--- config.mk ---
export PLATFORM = sky130hd
export DESIGN_NAME = transmissor_pesos
export DESIGN_NICKNAME = d
export VERILOG_FILES = /design/src/rtl/transmissor_pesos.sv
export SDC_FILE = /design/constraint.sdc
export NUM_CORES = 1
export LEC_CHECK = 0
export BUFFER_PORTS_ARGS = -buffer_cell sky130_fd_sc_hd__buf_2
export CORE_MARGIN = 2
export CORE_UTILIZATION = 35
export CTS_CLUSTER_SIZE = 30
export DETAILED_ROUTE_END_ITERATION = 7
export GPL_TIMING_DRIVEN = 0
export PLACE_DENSITY_LB_ADDON = 0.3
export SLEW_MARGIN = 25
export SYNTH_ARGS = -nofsm -noshare
export SYNTH_HDL_FRONTEND = slang
export SYNTH_SLANG_ARGS = --single-unit
--- constraint.sdc ---
create_clock -name clock -period 2.15 [get_ports clock]
set_input_delay 0.43 -clock clock [delete_from_list [all_inputs] [get_ports clock]]
set_output_delay 0.43 -clock clock [all_outputs]
set_load 0.05 [all_outputs]
--- src/rtl/transmissor_pesos.sv ---
// transmissor_pesos: sends six latched BCD weight digits as six ASCII
// characters on an asynchronous serial line. The first character is max digit 1
// and the last is current digit 0. Data goes out LSB first.
// The default frame is 8N1. Defining TRANSMISSOR_PARIDADE_EN adds an even
// parity bit after data bit 7, which makes the frame 8E1.
//
// state     | meaning
// INICIAL   | idle, line high, waits for partida
// PREPARA   | builds the frame for the current character
// TRANSMITE | shifts frame bits out, DIVISOR cycles per bit
// PROXIMO   | advances the character index, or ends after the sixth
// FINAL     | one-cycle pronto pulse, then back to idle
module transmissor_pesos #(
  parameter int DIVISOR = 434
) (
  input  logic        clock,
  input  logic        reset,
  input  logic        partida,
  input  logic [23:0] dados,
  output logic        saida_serial,
  output logic        ocupado,
  output logic        pronto,
  output logic [3:0]  db_estado
);

  localparam logic [3:0] INICIAL   = 4'd0;
  localparam logic [3:0] PREPARA   = 4'd1;
  localparam logic [3:0] TRANSMITE = 4'd2;
  localparam logic [3:0] PROXIMO   = 4'd3;
  localparam logic [3:0] FINAL     = 4'd15;

`ifdef TRANSMISSOR_PARIDADE_EN
  localparam int FRAME_W = 11;
`else
  localparam int FRAME_W = 10;
`endif

  localparam int                BAUD_W   = (DIVISOR > 1) ? $clog2(DIVISOR) : 1;
  localparam logic [BAUD_W-1:0] BAUD_MAX = BAUD_W'(DIVISOR - 1);
  localparam logic [BAUD_W-1:0] BAUD_ONE = BAUD_W'(1);
  localparam logic [3:0]        BIT_LAST = 4'(FRAME_W - 1);
  localparam logic [2:0]        IDX_LAST = 3'd5;

  logic [3:0]         state_q, state_d;
  logic [23:0]        dados_q, dados_d;
  logic [2:0]         idx_q, idx_d;
  logic [3:0]         bit_q, bit_d;
  logic [BAUD_W-1:0]  baud_q, baud_d;
  logic [FRAME_W-1:0] shift_q, shift_d;

  logic [3:0]         nibble;
  logic [7:0]         char_ascii;
  logic [FRAME_W-1:0] frame;

  // Pick the digit for the current character index, most significant first.
  always_comb begin
    case (idx_q)
      3'd0:    nibble = dados_q[23:20];
      3'd1:    nibble = dados_q[19:16];
      3'd2:    nibble = dados_q[15:12];
      3'd3:    nibble = dados_q[11:8];
      3'd4:    nibble = dados_q[7:4];
      default: nibble = dados_q[3:0];
    endcase
  end

  // Digits above 9 are deliberately passed through and become 0x3A..0x3F.
  assign char_ascii = {4'h3, nibble};

`ifdef TRANSMISSOR_PARIDADE_EN
  assign frame = {1'b1, ^char_ascii, char_ascii, 1'b0};
`else
  assign frame = {1'b1, char_ascii, 1'b0};
`endif

  // Next-state logic for the sequencer, the counters and the shift register.
  always_comb begin
    state_d = state_q;
    dados_d = dados_q;
    idx_d   = idx_q;
    bit_d   = bit_q;
    baud_d  = baud_q;
    shift_d = shift_q;
    case (state_q)
      INICIAL: begin
        if (partida) begin
          dados_d = dados;
          idx_d   = 3'd0;
          state_d = PREPARA;
        end
      end
      PREPARA: begin
        shift_d = frame;
        bit_d   = 4'd0;
        baud_d  = '0;
        state_d = TRANSMITE;
      end
      TRANSMITE: begin
        if (baud_q == BAUD_MAX) begin
          baud_d  = '0;
          shift_d = {1'b1, shift_q[FRAME_W-1:1]};
          if (bit_q == BIT_LAST) begin
            state_d = PROXIMO;
          end else begin
            bit_d = bit_q + 4'd1;
          end
        end else begin
          baud_d = baud_q + BAUD_ONE;
        end
      end
      PROXIMO: begin
        if (idx_q == IDX_LAST) begin
          state_d = FINAL;
        end else begin
          idx_d   = idx_q + 3'd1;
          state_d = PREPARA;
        end
      end
      FINAL:   state_d = INICIAL;
      default: state_d = INICIAL;
    endcase
  end

  // State registers; synchronous reset abandons any character in flight.
  always_ff @(posedge clock) begin
    if (reset) begin
      state_q <= INICIAL;
      dados_q <= '0;
      idx_q   <= '0;
      bit_q   <= '0;
      baud_q  <= '0;
      shift_q <= '1;
    end else begin
      state_q <= state_d;
      dados_q <= dados_d;
      idx_q   <= idx_d;
      bit_q   <= bit_d;
      baud_q  <= baud_d;
      shift_q <= shift_d;
    end
  end

  // Outputs are decoded from registered state only.
  assign saida_serial = (state_q == TRANSMITE) ? shift_q[0] : 1'b1;
  assign ocupado      = (state_q == PREPARA) || (state_q == TRANSMITE) ||
                        (state_q == PROXIMO);
  assign pronto       = (state_q == FINAL);
  assign db_estado    = state_q;

endmodule

==> Yosys cells after proc, flatten, opt, wreduce, memory -nomap -nowiden <==
Cells that the tools add are included.
{ "totals": {"regBits": 54, "input_bits": 27, "elab_cells": 53} }
{ "classes": {"addsub": 3, "eq_ne": 16, "n_mux": 17, "reduce_logical": 11} }
{ "ops": {"columns": ["op", "count"], "rows": [
  ["$mux W4", 6],
  ["$pmux W10 S2", 1],
  ["$pmux W4 S5", 1],
  ["$pmux W9 S2", 1],
  ["$pmux W4 S4", 1],
  ["$mux W10", 1],
  ["$ne A2 B2 Y1 const B", 5],
  ["$add A9 B1 Y9 const B", 1],
  ["$eq A9 B9 Y1 const B", 1],
  ["$mux W9", 1],
  ["$reduce_and A3 Y1", 3],
  ["$eq A4 B2 Y1 const B", 2],
  ["$eq A4 B4 Y1 const B", 2],
  ["$pmux W4 S2", 1],
  ["$eq A3 B2 Y1 const B", 2],
  ["$eq A3 B3 Y1 const B", 2],
  ["$mux W3", 2],
  ["$pmux W3 S2", 1],
  ["$add A4 B1 Y4 const B", 1],
  ["$eq A4 B1 Y1 const B", 1],
  ["$logic_not A4 Y1", 1],
  ["$reduce_and A2 Y1", 2],
  ["$reduce_bool A2 Y1", 2],
  ["$add A3 B1 Y3 const B", 1],
  ["other kinds (4)", 5]
]} }

==> Logic depth before layout (Yosys ltp) <==
{ "depth": {"ltp_word": 4, "depth_mapped": 8} }

==> Worst setup path before layout <==
OpenSTA, ideal clock, no wires.
{ "synth_timing": {"path_kind": "register to output", "start": "reg state_q[1], in the netlist db_estado[1]", "end": "out saida_serial", "arrival_ps": 1639, "slack_ps": 81, "stages_incl_launch_ff": 5, "path_buffers": 2, "cell_sequence": "dfxtp_1 > buf_2 > nor3b_2 > buf_2 > nand2b_1"} }
{ "synth_between": {"elab_chain_len": 2} }
{ "synth_rtl": {"columns": ["item", "line", "source"], "rows": [
  ["start: declaration", "44", "logic [3:0] state_q, state_d;"],
  ["start signal: assignment", "134", "state_q <= state_d;"],
  ["$eq A4 B2 Y1", "144", "assign saida_serial = (state_q == TRANSMITE) ? shift_q[0] : 1'b1;"],
  ["$mux W1", "144", null],
  ["end: declaration", "20", "output logic saida_serial,"]
]} }
No other way between the ends.

==> Final worst setup path <==
Same ends and word-level chain as after synthesis.

==> flow_metrics.tcl <==
set metrics [dict create \
    outcome "completed" \
    arrival_ps 1570 \
    synth_cell_types 49 \
    report.final.slew_viol_count 0 \
    ios 34 \
    mostFrequentLayoutCells "nand2_1 (62), dfxtp_1 (52), a21oi_1 (43)" \
    swShare_pct 31.8 \
    drc_errors 0 \
    numCtsBuffers 5 \
    antenna_cells 0 \
    start_kind "flip-flop" \
    synth-async-reset-ratio_pct 0 \
    cp_data_required_time_ps 1720 \
    worstReg2RegEnd "shift_q[3]$_SDFFE_PP1P_" \
    grt_pass1_vias 2038 \
    drive_above_1_share_pct 17.2 \
    layout_commonest_cell "nand2_1" \
    hold_violations 0 \
    critPathKind "flip-flop to output pin" \
    grt_max_degree 20 \
    start_util_pct 36.4 \
    setup_viol 0 \
    synth_top_area_share_pct 41.9 \
    reg2reg_slack_ps 280 \
    switchingPower_mw 0.660 \
    grt_pass1_wl_um 9400 \
    crit_start "db_estado[1]$_SDFFE_PP0P_" \
    path_clk_slew_ps 110 \
    tritoncts "yes" \
    hold_class "primary input to flip-flop" \
    r2r_start "idx_q[0]$_SDFFE_PP0P_" \
    drt_iter0_markers 122 \
    seqPwrFrac_pct 51.2 \
    drt-wirelength-per-cell_um 12.9 \
    synthAdderAreaFrac_pct 4.53 \
    combPwrFrac_pct 18.8 \
    die_h_um 88.3 \
    port_buffers 32 \
    synth-edff-count 0 \
    routed_wl_um 5670 \
    power_density_mw_per_mm2 721 \
    ys_seq_area_share_pct 41.9 \
    synth.area.mux_share_pct 0 \
    fin_skew_ps 8.47 \
    syn_avg_cell_area_um2 8.21 \
    synthSimpleGateAreaFrac_pct 22.7 \
    core_area_mm2 0.00683 \
    rows 30 \
    peakVddDrop_uv 362 \
    min_from "dados[8]" \
    vias 2244 \
    yosys_warnings 0 \
    clock_path_buffers 2 \
    min_path_cells 3 \
    fin_setup_tns_ps 0 \
    synthXorXnorAreaFrac_pct 0 \
    holdBufCountCts 0 \
    reg2regPathDepth 7 \
    maxCapViolCount 0 \
    netlist_instances 303 \
    min_to "dados_q[8]$_SDFFE_PP0P_" \
    seqCellArea_mm2 0.00104 \
    synthTopCellsByArea "dfxtp_1 (42%), nand2_1 (9.4%), a21oi_1 (8.7%), ha_1 (4.5%), nor2_1 (2.9%)" \
    ctsRootBufferMaster "clkbuf_8" \
    synth_flop_cell "dfxtp_1" \
    dr.pass1.iters 5 \
    power.share.clock_pct 30.0 \
    clock.fmax_mhz 501 \
    grt_overflow 0 \
    fin_crit_ps 2000 \
    p_total_mw 2.08 \
    yosysTopAreaCell "dfxtp_1" \
    antenna_found_initial 0 \
    cp_max_fo 10 \
    synth_top_family_by_area "compound AO/OA/AOI/OAI gates" \
    cts.sinks 52 \
    via_per_inst 5.11 \
    globalplace.congestion 0.752 \
    area_growth_pct 15.9 \
    synth_seq_cells 52 \
    h-tree-depth 2 \
    grt_setup_unrepaired "no" \
    p_int_mw 1.42 \
    clock_latency_ps 320 \
    syn_area_mm2 0.00249 \
    critPathCaptureType "output pin" \
    nets 378 \
    tightest_slew_ps 636 \
    synth_nets 339 \
    cellLeakagePower_nw 1.06 \
    max_slew_margin_pct 57.5 \
    grt_usage_pct 15.3 \
    antenna_left 0 \
    die_area_mm2 0.00779 \
    final.fill_count 719 \
    die_w_um 88.3 \
    synth_compound_area_share_pct 24.6 \
    post-route-period-util_pct 92.9 \
    multi_input_area_mm2 0.00129 \
    hpwlAfterDp_um 4080 \
]
-- layer usage --
metal	routed length, um	track usage, %	up-vias
met5	0	0	-
met4	82	4.96	0
met3	211	3.54	5
met2	2530	24.3	41
met1	2850	20.6	1042
li1	-	-	1156
-- synth_stat cells, types with 3 or more instances --
cell	number
a31oi_1	3
inv_1	11
ha_1	9
and2_1	3
a21oi_1	43
nand3_1	8
a222oi_1	3
a311oi_1	6
nor2_1	19
o2111ai_1	3
nand2_1	62
o21bai_1	3
clkbuf_1	15
buf_6	3
a311oi_2	3
o21ai_0	7
dfxtp_1	52
nand2b_1	3
o31ai_1	5
-- sequential cells by signal, summed over array words and instances, names as in the netlist --
signal and cells:
bit_q 4, baud_q 9, shift_q 9, db_estado 3, idx_q 3, dados_q 24
-- per-stage QoR --
| stage | hold WS [ps] | utilization [%] | instances | setup slack (ps) | instance area [um2] |
|---|---|---|---|---|---|
| 2_1_floorplan | 436 | - | 303 | 80.8 | 2490 |
| 3_3_place_gp | 445 | 40.5 | 431 | 163 | 2770 |
| 3_5_place_dp | 450 | 40.5 | 431 | 152 | 2770 |
| 4_1_cts | 322 | 41.9 | 439 | 11.2 | 2860 |
| 5_1_grt | 315 | 42.2 | 439 | 6.30 | 2880 |
| 6_report | 325 | 42.2 | 439 | 152 | 2880 |
-- worst max-delay path: stages, from the launching register on --
cell	delay, ps
dfxtp_1	350
clkbuf_4	190
nor3b_4	260
buf_6	180
nand2b_1	60
buf_2	210
-- cells by family (layout without fill, tap and decap cells) --
kind of cell / Yosys count / count (layout)
adder cells (fa/ha/maj): 9 / 9
flip-flops: 52 / 52
AND/OR/NAND/NOR: 119 / 119
AO/OA/AOI/OAI: 90 / 90
buffers and inverters: 33 / 73
-- power by group through the flow --
| stage | clock network, mW | registers, mW | logic, mW |
|---|---|---|---|
| floorplan | 0 | 1.09 | 0.268 |
| global placement | 0 | 1.08 | 0.383 |
| detailed placement | 0 | 1.09 | 0.387 |
| CTS | 0.635 | 1.06 | 0.388 |
| global route | 0.675 | 1.07 | 0.440 |
| finish | 0.623 | 1.06 | 0.391 |
-- worst max-delay path by stage --
stage,slack [ps],depth (start not counted),endpoint
floorplan,80,4,saida_serial
global placement,160,7,shift_q[3]$_SDFFE_PP1P_
detailed placement,150,7,shift_q[3]$_SDFFE_PP1P_
CTS,10,5,saida_serial
global route,6,5,saida_serial
finish,150,5,saida_serial
-- layout make-up --
| type | count | share of cell area [%] |
|---|---|---|
| clock buffers | 5 | 2.39 |
| clock inverters | 3 | 0.999 |
| well taps | 96 | 4.17 |
| repair buffers | 32 | 5.56 |
| plain buffers | 22 | 4.39 |
| multi-input cells | 218 | 44.9 |
| flip-flops and latches | 52 | 36.1 |
| inverters | 11 | 1.43 |
-- what timing repair did --
action	CTS	global route
resized for setup	0	9
endpoints found under the setup margin	0	3
setup buffers	0	0
No activity file was read; power rests on OpenSTA's default activity.
